<file path="config.mk">
export PLATFORM = sky130hd
export DESIGN_NAME = sipo_deserializer
export DESIGN_NICKNAME = d
export VERILOG_FILES = /design/src/rtl/sipo_deserializer_pkg.sv /design/src/rtl/sipo_bit_counter.sv /design/src/rtl/sipo_deserializer.sv
export SDC_FILE = /design/constraint.sdc
export NUM_CORES = 1
export LEC_CHECK = 0
export BUFFER_PORTS_ARGS = -buffer_cell sky130_fd_sc_hd__buf_2
export CAP_MARGIN = 30
export CORE_AREA = 2 2 39 41
export CTS_CLUSTER_SIZE = 28
export DETAILED_ROUTE_END_ITERATION = 10
export DIE_AREA = 0 0 41 43
export GPL_ROUTABILITY_DRIVEN = 0
export PLACE_DENSITY = 0.58
export SLEW_MARGIN = 20
export SYNTH_ARGS = -nofsm -noshare
export SYNTH_HDL_FRONTEND = slang
export SYNTH_SLANG_ARGS = --single-unit
</file>
<file path="constraint.sdc">
create_clock -name clk -period 1.8 [get_ports clk]
set_input_delay 0.18 -clock clk [delete_from_list [all_inputs] [get_ports clk]]
set_output_delay 0.18 -clock clk [all_outputs]
set_load 0.005 [all_outputs]
</file>
<file path="src/rtl/sipo_deserializer_pkg.sv">
// sipo_deserializer_pkg: FSM encodings and counter sizing helpers shared by the SIPO receiver
package sipo_deserializer_pkg;
  localparam logic [1:0] IDLE    = 2'd0;
  localparam logic [1:0] COLLECT = 2'd1;
  localparam logic [1:0] PARITY  = 2'd2;
  function automatic int cnt_w(input int n);
    return $clog2(n + 2);
  endfunction
endpackage

</file>
<file path="src/rtl/sipo_bit_counter.sv">
// sipo_bit_counter: frame bit counter; i_clr/i_inc control, o_cnt current count, o_tc high when the next i_inc completes the frame (count == TERM-1)
module sipo_bit_counter #(
  parameter int TERM = 4,
  parameter int W    = 3
) (
  input  logic         clk,
  input  logic         rst,
  input  logic         i_inc,
  input  logic         i_clr,
  output logic [W-1:0] o_cnt,
  output logic         o_tc
);
  logic [W-1:0] r_cnt;
  assign o_tc  = r_cnt == W'(TERM - 1);
  assign o_cnt = r_cnt;
  always_ff @(posedge clk or posedge rst) begin
    if (rst) r_cnt <= '0;
    else if (i_clr) r_cnt <= '0;
    else if (i_inc) r_cnt <= o_tc ? '0 : r_cnt + W'(1);
  end
endmodule

</file>
<file path="src/rtl/sipo_deserializer.sv">
// sipo_deserializer: serial-in parallel-out receiver; din/din_valid/clear in, dout/dout_valid/busy/bit_cnt out (+parity_err when SIPO_PARITY_EN is defined)
module sipo_deserializer
  import sipo_deserializer_pkg::*;
#(
  parameter int N         = 4,
  parameter bit MSB_FIRST = 1
) (
  input  logic                   clk,
  input  logic                   rst,
  input  logic                   din,
  input  logic                   din_valid,
  input  logic                   clear,
  output logic [N-1:0]           dout,
  output logic                   dout_valid,
  output logic                   busy,
  output logic [$clog2(N+1)-1:0] bit_cnt
`ifdef SIPO_PARITY_EN
  ,
  output logic                   parity_err
`endif
);
`ifdef SIPO_PARITY_EN
  localparam bit PAR_EN = 1'b1;
`else
  localparam bit PAR_EN = 1'b0;
`endif
  localparam int CNT_W = cnt_w(N);
  localparam int TERM  = PAR_EN ? N + 1 : N;
  logic [1:0]       r_state;
  logic [N-1:0]     r_sreg;
  logic [CNT_W-1:0] w_cnt;
  logic             w_tc;
  logic             w_inc;
  logic             w_done;
  logic             w_last_data;
  logic             w_shift_en;
  logic [N-1:0]     w_shifted;
  assign w_inc       = din_valid & ~clear;
  assign w_done      = w_inc & w_tc;
  assign w_last_data = w_cnt == CNT_W'(N - 1);
  // the parity bit is not part of the word, so it never enters the shift register
  assign w_shift_en  = w_inc & (r_state != PARITY);
  assign w_shifted   = MSB_FIRST ? {r_sreg[N-2:0], din} : {din, r_sreg[N-1:1]};
  assign busy        = r_state != IDLE;
  assign bit_cnt     = w_cnt[$clog2(N+1)-1:0];
  sipo_bit_counter #(.TERM(TERM), .W(CNT_W)) u_cnt (
    .clk   (clk),
    .rst   (rst),
    .i_inc (w_inc),
    .i_clr (clear),
    .o_cnt (w_cnt),
    .o_tc  (w_tc)
  );
  always_ff @(posedge clk or posedge rst) begin
    if (rst) r_state <= IDLE;
    else if (clear) r_state <= IDLE;
    else if (din_valid) r_state <= w_tc ? IDLE : (PAR_EN && w_last_data) ? PARITY : COLLECT;
  end
  always_ff @(posedge clk or posedge rst) begin
    if (rst) r_sreg <= '0;
    else if (clear) r_sreg <= '0;
    else if (w_shift_en) r_sreg <= w_shifted;
  end
  // with parity the word is already complete in r_sreg when the parity bit arrives
  always_ff @(posedge clk or posedge rst) begin
    if (rst) begin
      dout       <= '0;
      dout_valid <= 1'b0;
    end else begin
      dout_valid <= w_done;
      if (w_done) dout <= PAR_EN ? r_sreg : w_shifted;
    end
  end
`ifdef SIPO_PARITY_EN
  logic r_par;
  always_ff @(posedge clk or posedge rst) begin
    if (rst) begin
      r_par      <= 1'b0;
      parity_err <= 1'b0;
    end else if (clear) r_par <= 1'b0;
    else if (w_done) begin
      r_par      <= 1'b0;
      parity_err <= r_par ^ din;
    end else if (w_inc) r_par <= r_par ^ din;
  end
`endif
endmodule

</file>
Yosys cells after proc, flatten, opt, wreduce, memory -nomap -nowiden
Index checks and enable logic that the tools add are counted.
- register bits after elaboration: 13
- input bits: 5
- output and inout bits: 9
- word-level logic and storage cells: 24
- $add $sub $neg: 1
- equal/unequal tests: 2
- multiplexer cells: 8
- bitwise operators: 4
- reduce and logical (&&, ||, !) cells: 4
- operators by type and width (kind ; number):
    2-to-1 mux 3 bit ; 5
    nonzero test 2 bit ; 4
    2-to-1 mux 2 bit ; 2
    adder 3 x 1 -> 3 bit (second input constant) ; 1
    AND 1 bit ; 3
    equality test 3 x 2 -> 1 bit (second input constant) ; 1
    inequality test 2 bit (second input constant) ; 1
    2-to-1 mux 1 bit ; 1
    NOT 1 bit ; 1

Logic depth before layout (Yosys ltp)
- depth after elaboration: 5
- mapped depth: 4
- depth with buffers taken out: 3

By module
Synthesis repeated with hierarchy kept, for this count alone.
- cells, all modules: 42
- area total of the unflattened synthesis: 539.3 um2
- modules (own cells, without submodules) (module ; times used ; cells each ; area an instance (um2) ; sequential area each (um2)):
    sipo_deserializer ; 1 ; 27 ; 389.1 ; 225.2
    sipo_bit_counter ; 1 ; 15 ; 150.1 ; 75.1

Least setup slack after synthesis
No wires, ideal clock.
- path type: reg-to-reg
- start point: register u_cnt.r_cnt[0], in the netlist u_cnt.o_cnt[0]
- end point: register dout[0]
- setup time: 0.125 ns
- data arrival time: 1.216 ns
- required time: 1.675 ns
- slack: 0.459 ns
- stages on the path, launching flop included: 5
- buffers on the path: 1
- period minus slack after synthesis: 1.341 ns
- cells stage by stage: dfrtp_1 > ha_1 > and4bb_1 > buf_6 > mux2_4
- longest elaborated chain between the ends: 2
- ends and longest elaborated chain (what ; line ; text):
    start, declared ; sipo_bit_counter.sv:13 ; logic [W-1:0] r_cnt;
    start signal, assigned ; sipo_bit_counter.sv:19 ; else if (i_inc) r_cnt <= o_tc ? '0 : r_cnt + W'(1);
    equality test 3 x 2 -> 1 bit ; sipo_bit_counter.sv:14 ; assign o_tc = r_cnt == W'(TERM - 1);
    AND 1 bit ; sipo_deserializer.sv:39 ; assign w_done = w_inc & w_tc;
    net w_done ; sipo_deserializer.sv:34 ; logic w_done;
    end signal, assigned ; sipo_deserializer.sv:71 ; if (w_done) dout <= PAR_EN ? r_sreg : w_shifted;
    end, declared ; sipo_deserializer.sv:13 ; output logic [N-1:0] dout,
The timed path passes the listed nets, and every way through them passes these cells.
A chain may end at the register's enable or synchronous reset.

Worst setup path in the final report
- start point: register u_cnt.r_cnt[0], in the netlist u_cnt.o_cnt[0]
- end point: register dout[2]
- longest elaborated chain between the ends: 2
- ends and longest elaborated chain (what ; line):
    equality test 3 x 2 -> 1 bit ; sipo_bit_counter.sv:14
    AND 1 bit ; sipo_deserializer.sv:39
Every way passes these cells.

==> results.cfg <==
[run_status]
status = complete, no violations

[floorplanning]
initial_core_util_pct = 36.89
coreArea_um2 = 1384
core.rowCount = 14
dieArea_um2 = 1763
die_x_um = 41
die_h_um = 43
io_pins = 14

[route]
drt_wl_total_um = 775
via_per_inst = 4.470
post-route-drc-count = 0
drt-initial-drc-count = 2
wl_per_cell_um = 11.74
firstDrtPassIters = 2
drtAntennaViolNets = 0
vias = 295

[final_layout]
multi_input_area_um2 = 172.7
final_net_count = 58
n_antenna_cell = 0
fill_cells = 135
regArea_um2 = 300.3
layout_commonest_cell = buf_2
fin_util_pct = 43.22
final_cells = 66
areaGrowthSynthToFinish_pct = 17.16
layout_common_cells = buf_2 (13), dfrtp_1 (12), nor2_1 (6)
drive_gt1_share_pct = 40.00

[sta]
min_period_ps = 1392
drv_slew = 0
finalHoldViolCount = 0
tns_ps = 0
worstMarginPinSlew_ps = 463.2
fmax_mhz = 718.5
setup_viol = 0
fin_crit_sh_pct = 77.32
rsz0062_at_grt = false
relSlewSlack_pct = 69.09
skew_ps = 1.332

[global_route]
antenna_found_initial = 0
grt_usage_pct = 11.22
grt_pass1_vias = 278
grt_pass1_wl_um = 1242
use_met2_pct = 12.19
grt-ovfl-total = 0
grtUsageMet3_pct = 8.377
use_met1_pct = 15.59
busiest_layer = met1
grt_max_degree = 13

[yosys]
syn-num-nets = 42
yosysWarningCount = 0
syn_inst = 36
synth.ff_latch_count = 12
syn_area_um2 = 510.5
seq_area_frac_synth_pct = 58.82
postSynthAreaPerCell_um2 = 14.18
synth_cell_types = 12

[clock_tree]
cts_made_buffers = 3
cts-root-buf = clkbuf_4
cts_sinks = 12
post-cts-setup-buffer-count = 0
htreeDepth = 1
cts_tree = done
clockBufferDepth = 2
clock_latency_ps = 260
cts.clk_slew.worst_paths_ps = 70

[worst_setup_path]
arrival_ps = 1540
cp-start-kind = flop
worstPathRequired_ps = 1950
slowest_stage = dfrtp_1
crit_path_cell_trace = ha_1, and4bb_1, mux2_4
path_class = reg2reg
crit_path_end_kind = flop
critPathMaxFanout = 5
cpPeakStageDelay_ps = 380

[power]
p_leak_uw = 0.0003285
peakVddDrop_mv = 0.4617
power_density_nw_per_um2 = 851.4

[run]
maxCapViolations = 0

[placed_design]
port-buffer-count = 13
dp.cells = 62
dp_hpwl_um = 585.8

[hold_path]
hold_class = in2reg
-- stage by stage --
step	hold slack (ps)	total power [uW]	cell area (um2)	worst slack [ps]
2_1_floorplan	44.70	339.8	510.5	458.7
3_3_place_gp	205.4	360.5	565.5	441.9
3_5_place_dp	211.7	359.5	565.5	412.1
4_1_cts	160.6	517.2	598.1	411.1
5_1_grt	156.4	540.7	598.1	311.8
6_report	167.8	509.2	598.1	408.3
-- metal layers --
layer / up-vias / wire length, um
met5: - / 0
met2: 11 / 307
met3: 0 / 67
li1: 150 / -
met4: 0 / 0
met1: 134 / 399
-- timing repair --
item                                   CTS  global route
resized for setup                        0             0
hold buffers                             1             0
endpoints found under the hold margin   12             0
-- area by class of cell --
cell class                 instances  area share (%)
multi-input combinational         19           28.87
clock buffer                       3           3.766
tap                               16           3.347
timing repair buffer              14           12.55
sequential                        12           50.21
inverter                           2           1.255
-- sequential cells by signal, summed over array words and instances (netlist names) --
signal,cells
dout,4
r_state,1
u_cnt.o_cnt,3
r_sreg,3
dout_valid,1
-- power by group --
part           leakage [uW]  internal [uW]  switching, uW
Combinational      0.000152           33.1           27.1
Sequential         0.000163            285           10.6
Clock             0.0000138           77.1           76.0
Total              0.000328            395            114
-- critical path: cells and delay by family (launching register included) --
family,cells,cell delay [ps]
flops,1,380
simple gates,1,370
mux,1,330
fa+ha+maj,1,190
-- synthesized netlist by cell type (all sizes together) --
library cell   n  area (um2)
mux2i          4       40.04
a211oi         1       7.510
xnor2          1       8.760
and4bb         1       12.51
a311oi         1       8.760
buf            3       30.03
dfrtp         12       300.3
mux2           4       60.06
nor2           6       22.52
inv            2       7.510
ha             1       12.51
-- cell families after synthesis --
group | after synthesis | synth area share, %
flops | 12 | 58.82
fa+ha+maj | 1 | 2.451
buf+inv | 5 | 7.354
simple gates | 7 | 6.862
xor+xnor | 1 | 1.716
compound gates | 2 | 3.187
mux | 8 | 19.61
-- final timing paths --
path | start | to | slack, ps | cells past startpoint
max | u_cnt.o_cnt[0] | dout[2] | 410 | 3
min reg2reg | dout[3] | dout[3] | 510 | 1
max in group asynchronous | rst | dout[2] | 1010 | 3
max reg2reg | u_cnt.o_cnt[0] | dout[2] | 410 | 3
min in group asynchronous | rst | r_sreg[1] | 470 | 3
min | din | dout[0] | 170 | 2
Note: power is estimated with default switching activity, not from simulation.
